--- src/rtl/mem_port_rr_arbiter.sv ---
// Round-robin arbiter sharing one registered single-port memory request stage between nreq
// requesters; each response is routed back as a one-hot strobe to the requester that issued it.
module mem_port_rr_arbiter #(
   parameter int nreq  = 4,
   parameter int abits = 16,
   parameter int dbits = 64
) (
   input  logic                    i_clk,
   input  logic                    i_nrst,
   input  logic [nreq-1:0]         i_req_valid,
   output logic [nreq-1:0]         o_req_ready,
   input  logic [nreq-1:0]         i_req_we,
   input  logic [nreq*abits-1:0]   i_req_addr,
   input  logic [nreq*dbits/8-1:0] i_req_wstrb,
   input  logic [nreq*dbits-1:0]   i_req_wdata,
   output logic [nreq-1:0]         o_resp_valid,
   output logic [dbits-1:0]        o_resp_rdata,
   output logic                    o_mem_req,
   output logic                    o_mem_we,
   output logic [abits-1:0]        o_mem_addr,
   output logic [dbits/8-1:0]      o_mem_wstrb,
   output logic [dbits-1:0]        o_mem_wdata,
   input  logic                    i_mem_ready,
   input  logic [dbits-1:0]        i_mem_rdata,
   output logic                    o_busy
);
   localparam int sbits = dbits / 8;
   localparam int pw    = (nreq > 1) ? $clog2(nreq) : 1;

   logic [pw-1:0]    ptr_p1;
   logic [pw-1:0]    tag_p1;
   logic             mem_vld_p1;
   logic             we_p1;
   logic [abits-1:0] addr_p1;
   logic [sbits-1:0] wstrb_p1;
   logic [dbits-1:0] wdata_p1;
   logic [nreq-1:0]  resp_vld_p2;

   logic [pw-1:0]    gnt_idx;
   logic [pw-1:0]    cand;
   logic             gnt_any;
   logic [nreq-1:0]  gnt;
   logic             can_load;
   logic             mem_acc;
   logic             hs;

   function automatic logic [pw-1:0] rr_index(input logic [pw-1:0] base, input int step);
      int s;
      s = (int'(base) + step) % nreq;
      return pw'(s);
   endfunction

   function automatic logic [nreq-1:0] onehot(input logic [pw-1:0] idx);
      logic [nreq-1:0] v;
      v = '0;
      v[idx] = 1'b1;
      return v;
   endfunction

   // p0: arbitration, scanning from the requester after the last one granted
   always_comb begin
      gnt_idx = '0;
      gnt_any = 1'b0;
      cand    = '0;
      for (int i = 1; i <= nreq; i++) begin
         cand = rr_index(ptr_p1, i);
         if (!gnt_any && i_req_valid[cand]) begin
            gnt_any = 1'b1;
            gnt_idx = cand;
         end
      end
      gnt = gnt_any ? onehot(gnt_idx) : '0;
   end

   assign mem_acc     = mem_vld_p1 & i_mem_ready;
   assign can_load    = ~mem_vld_p1 | i_mem_ready;
   assign hs          = gnt_any & can_load & i_nrst;
   assign o_req_ready = gnt & {nreq{can_load & i_nrst}};

   // p1: request stage feeding the memory; p2: response strobe from the tag at accept
   always_ff @(posedge i_clk) begin
      if (!i_nrst) begin
         mem_vld_p1  <= 1'b0;
         we_p1       <= 1'b0;
         addr_p1     <= '0;
         wstrb_p1    <= '0;
         wdata_p1    <= '0;
         tag_p1      <= '0;
         ptr_p1      <= pw'(nreq - 1);
         resp_vld_p2 <= '0;
      end else begin
         if (hs) begin
            mem_vld_p1 <= 1'b1;
            we_p1      <= i_req_we[gnt_idx];
            addr_p1    <= i_req_addr[int'(gnt_idx)*abits +: abits];
            wstrb_p1   <= i_req_wstrb[int'(gnt_idx)*sbits +: sbits];
            wdata_p1   <= i_req_wdata[int'(gnt_idx)*dbits +: dbits];
            tag_p1     <= gnt_idx;
            ptr_p1     <= gnt_idx;
         end else if (mem_acc) begin
            mem_vld_p1 <= 1'b0;
         end
         resp_vld_p2 <= mem_acc ? onehot(tag_p1) : '0;
      end
   end

   assign o_mem_req    = mem_vld_p1;
   assign o_mem_we     = we_p1;
   assign o_mem_addr   = addr_p1;
   assign o_mem_wstrb  = wstrb_p1;
   assign o_mem_wdata  = wdata_p1;
   assign o_resp_valid = resp_vld_p2;
   assign o_resp_rdata = i_mem_rdata;
   assign o_busy       = mem_vld_p1 | (|resp_vld_p2);

endmodule
--- config.mk ---
export PLATFORM = sky130hd
export DESIGN_NAME = mem_port_rr_arbiter
export DESIGN_NICKNAME = d
export VERILOG_FILES = /design/src/rtl/mem_port_rr_arbiter.sv
export SDC_FILE = /design/constraint.sdc
export NUM_CORES = 1
export LEC_CHECK = 0
export ABC_AREA = 1
export BUFFER_PORTS_ARGS = -buffer_cell sky130_fd_sc_hd__buf_2
export CAP_MARGIN = 20
export CORE_AREA = 2 2 228 230
export CTS_CLUSTER_SIZE = 14
export DETAILED_ROUTE_END_ITERATION = 8
export DIE_AREA = 0 0 230 232
export PLACE_DENSITY = 0.42
export SYNTH_ARGS = -nofsm -noshare
export SYNTH_HDL_FRONTEND = slang
export SYNTH_SLANG_ARGS = --single-unit
--- constraint.sdc ---
create_clock -name i_clk -period 1.7 [get_ports i_clk]
set_input_delay 0 -clock i_clk [delete_from_list [all_inputs] [get_ports i_clk]]
set_output_delay 0 -clock i_clk [all_outputs]
set_load 0.02 [all_outputs]
; After elaboration in Yosys (flattened, before gate mapping)
; Cells that the tools add are included.
[totals]
ff_bits = 98
inputBits = 427
output_inout_bits = 163
latch_bits = 0
ramBits = 0
mem_count = 0
elab_cells = 67
rom_bits = 0
[op_classes]
n_mux = 25
reduce_logical = 11
n_div = 0
n_lt_le_gt_ge = 8
n_bitwise = 8
shifts = 3
n_mul = 0
add_sub_neg = 4
n_eq_ne = 0
[op_table]
columns = operator, count
row1 = indexed part select 256 x 9 -> 64 bit, 1
row2 = indexed part select 64 x 7 -> 16 bit, 1
row3 = indexed part select 32 x 6 -> 8 bit, 1
row4 = less-than comparator 2 x 3 -> 1 bit (second input constant), 6
row5 = 2-to-1 mux 1 bit, 13
row6 = binary-select mux 1 bit (select 2 bit), 5
row7 = 2-to-1 mux 2 bit, 4
row8 = logical AND 1 bit, 5
row9 = adder 2 x 1 -> 2 bit (second input constant), 2
row10 = adder 2 bit (second input constant), 2
row11 = bitwise AND 1 bit, 4
row12 = bitwise AND 4 bit, 1
row13 = demux 1 bit (select 2 bit), 2
row14 = >= comparator 2 x 1 -> 1 bit (second input constant), 2
row15 = 2-to-1 mux 4 bit, 1
row16 = OR reduction 4 bit, 1
row17 = logical NOT 1 bit, 3
row18 = bitwise OR 1 bit, 2
row19 = AND reduction 2 bit, 1
row20 = nonzero test 2 bit, 1
row21 = inverter 1 bit, 1

; Longest topological paths before layout
[depth]
word_depth = 19
mapped_depth = 17
depth_no_buf = 15

; Least setup slack after synthesis
; Ideal clock, no wire load.
[synth_path]
path_type = reg-to-output
startpoint = register ptr_p1[0]
endpoint = output port o_req_ready[2]
t_required_ns = 1.700
path_stages_with_launch = 15
path_buffers = 3
arrival_ns = 1.872
setup_slack_ns = -0.172
path_cell_list = dfxtp_1 -> buf_6 -> nand2_1 -> nand2_1 -> nand2_1 -> nand2_1 -> nor2_1 -> nand2_1 -> nand2_4 -> nand2_4 -> buf_6 -> buf_4 -> inv_2 -> nand2_1 -> a31oi_1
[synth_between]
elab_chain_len = 19
elab_cells_between_ends = 33
cone_classes = 4 x add/sub / 2 x order compare / 19 x mux / 1 x bitwise / 7 x reduce/logical
[synth_rtl]
columns = item, line_no
row1 = "start, declared", 30  ; logic [pw-1:0] ptr_p1;
row2 = "start signal, assigned", 89  ; ptr_p1 <= pw'(nreq - 1);
row3 = "start signal, assigned", 99  ; ptr_p1 <= gnt_idx;
row4 = adder 2 x 1 -> 2 bit, 49  ; s = (int'(base) + step) % nreq;
row5 = binary-select mux 1 bit (select 2 bit), 67  ; if (!gnt_any && i_req_valid[cand]) begin
row6 = 2-to-1 mux 1 bit (implied by the code), 67
row7 = 2-to-1 mux 1 bit, 67
row8 = logical NOT 1 bit, 67
row9 = logical AND 1 bit, 67
row10 = 2-to-1 mux 1 bit, 67
row11 = logical NOT 1 bit, 67
row12 = (+3 left out), -
row13 = logical AND 1 bit, 67
row14 = 2-to-1 mux 2 bit, 67
row15 = less-than comparator 2 x 3 -> 1 bit (implied by the code) / >= comparator 2 x 1 -> 1 bit (equally long branches), 56  ; v[idx] = 1'b1;
row16 = logical AND 1 bit (implied by the code), 56
row17 = 2-to-1 mux 1 bit (implied by the code), 56
row18 = demux 1 bit (select 2 bit), 56
row19 = 2-to-1 mux 4 bit *, 72  ; gnt = gnt_any ? onehot(gnt_idx) : '0;
row20 = bitwise AND 4 bit *, 78  ; assign o_req_ready = gnt & {nreq{can_load & i_nrst}};
row21 = "end, declared", 11  ; output logic [nreq-1:0] o_req_ready,
; Every way passes the cells marked *; elsewhere a longest branch is shown, timed or not. The select of a mux whose other input is x is not followed.

; Final worst setup path
; Ends and elaborated chain as after synthesis.

==> metrics.txt <==
slew margin rel. around three fifths; Die Y about 230 um; largest net degree at the start of global routing 71; GP Congestion between 0.8 and 0.9; met3 Track Usage GR 3.156%; busiest grt layer met2; flops & latches, synth about 100; Final Instance Area between 0.01 and 0.015 sq mm; worst vdd ir between 700 and 800 uV; Final period util 126.5%; Synth async-reset ratio 0%; Layout Nets ~2,400; hold path depth 0; Core Rows 83; synthesized area 0.007679 sq mm; WL final about 42,000 um; Iteration-0 DRC Markers between 400 and 500; H-tree levels 3; area leader, netlist nand2_1; EDFF count, synth 0; Synth warnings 0; min-delay worst type in -> out; Root Driver clkbuf_16; fin util ~28%; first-pass GRT wire length slightly below 60,000 um; Tmin final about 2.2 ns; top_reg_cell synth dfxtp_1; die area 0.05336 sq mm; syn_nets ~1,800; via count about 11,000; status finished, violations left; final hold slack around 0.0000078 ns; area of placed instances between 0.01 and 0.015 sq mm; crit end category primary output; Hold Fails Final Rpt 0; Avg WL per Cell 15.66 um; Starting Density ~15%; count of cell types in the netlist 24; core area between 0.05 and 0.06 sq mm; CTS Buffer Depth 2; synth-to-layout area growth 83.13%; TritonRoute pass-1 iters 5; drt drc 0; register area share after synthesis about a quarter; Post-DRT Antenna Nets 0; post-route non-filler standard cell count 2,701; Lkg Pwr between 8 and 9 nW; # IOs 590; CTS Sinks 98; final setup violation count between 90 and 100; met2 GRT Util 25.24%; worst-path fanout max 7; unrepaired setup endpoints after global routing true; Yosys top cell area share between 30% and 40%; CP Launch Type flop; pwr dens between 1500 and 2000 mW/mm^2; initial antenna violation count 6; CTS tree done; Data arrival, critical path approximately 2.2 ns; dpl cells 2,476; Max Cap Violations 0; worst r2r path cells 17; Final Max Slew Viols 0; Pwr Total roughly 28 mW; R2R Setup Slk -0.42 ns; CTS Buf Count 9; Max Freq ~460 MHz; clk_lat worst skew ~0.38 ns; CP required about 1.7 ns; kind of critical path reg -> out; Final HPWL DP around 28,000 um; clock-pin slew on the worst setup and hold paths about 0.07 ns; grt ovf 0; failing checks negative setup slack; Clock Skews ~0.008 ns; synth cell count leaders nand2_1 (744), nand3_1 (272), inv_1 (99), dfxtp_1 (98), buf_4 (77); gr usage total ~15%; die width around 230 um; most common cell in the netlist nand2_1; largest cells by area after synthesis nand2_1 (36%), dfxtp_1 (26%), nand3_1 (18%); vias per inst between 4 and 5; PortBufs approximately 460; vias in the first global route roughly 11,000; met1 Use GR between 10% and 20%; share of layout cells above drive strength 1 between 30 and 40%; Mapped Cells approximately 1,400; Slew @ Worst Pin 0.5940 ns; final worst slack -0.4510 ns; number of fill cells between 5,000 and 6,000; Avg Inst Size Synth 5.434 sq um
==> per-layer routing <==
metal	vias to the layer above	wire length (um)	share of wire [%]
li1	5510	-	-
met1	4975	17090	40
met2	413	20570	49
met3	106	2589	6.1
met4	0	2042	4.8
met5	-	0	0
==> placed cells by master, fill, tap and decap left out, types with 3 or more instances in the layout <==
cell and instances:
nor2_4 5, nand3_2 12, nor3_1 4, nand2_4 12, nand2_2 32, inv_2 3
nor2_2 3, buf_2 456, clkbuf_16 18, buf_4 61, buf_16 15, inv_1 97
buf_8 4, buf_6 23, bufbuf_16 4, dlygate4sd3_1 160, nand2_8 3, nand2_1 702
buf_12 20, dfxtp_1 96, nor2_1 5, nand3_1 260
==> cells by family (layout without fill, tap and decap cells) <==
logic type / after synthesis / count (layout) / share of synthesized area [%]
and+or+nand+nor: 1041 / 1041 / 55.91
buffers and inverters: 265 / 871 / 17.73
DFF: 98 / 98 / 25.55
AOI/OAI and AO/OA: 9 / 9 / 0.8147
other: 0 / 2 / 0
==> path summary, 6_finish.rpt <==
path,startpoint,to
worst max-delay path,ptr_p1[0],o_req_ready[2]
worst max register to register,ptr_p1[0],o_mem_wdata[18]
worst min-delay path,i_mem_rdata[7],o_resp_rdata[7]
worst min register to register,tag_p1[0],o_resp_valid[0]
==> area by class of cell <==
class,instances,area [sq um],area share (%)
clock inverter,5,80.08,0.5694
inverter,104,417.9,2.972
multi-input combinational,1050,4681,33.29
antenna,2,5.005,0.03559
sequential,98,1969,14.00
tap,680,850.8,6.050
clock buffer,10,229.0,1.628
timing repair buffer,752,5829,41.45
==> critical path, stage by stage, from the launching register on <==
cell and delay (ns):
dfxtp_4 0.38, buf_6 0.12, nand2_2 0.06, inv_1 0.05, nor2_2 0.13, nand2_1 0.07
o21ai_2 0.10, nor2_4 0.07, nand2_8 0.08, nand2_8 0.06, buf_16 0.14, buf_12 0.13
clkinv_8 0.04, nand2_4 0.04, a31oi_4 0.14, buf_6 0.14
==> sequential cells by signal, summed over array words and instances (netlist names) <==
name and count:
o_mem_addr 16, o_mem_req 1, o_mem_wdata 64, o_mem_we 1
o_mem_wstrb 8, o_resp_valid 4, ptr_p1 2, tag_p1 2
==> what timing repair did <==
action,4_1_cts,5_1_grt
pin swaps,15,28
setup endpoints to repair,97,97
buffers inserted,18,10
hold endpoints to repair,92,0
gates resized for setup,73,71
cloned,13,10
hold buffers,160,0
==> through the flow <==
step | setup TNS, ns | setup WS [ns]
2_1_floorplan | -1.798 | -0.02948
3_3_place_gp | -32.02 | -0.4199
3_5_place_dp | -33.18 | -0.4293
4_1_cts | -36.38 | -0.5082
5_1_grt | -47.39 | -0.5547
6_report | -34.25 | -0.4510
==> report_power, final <==
part,total (mW),internal (mW),switching [mW]
registers,3.81,3.25,0.557
clock network,2.30,1.28,1.02
logic,22.0,9.83,12.1
total,28.1,14.4,13.7
Power figures use the tool's default switching activity.
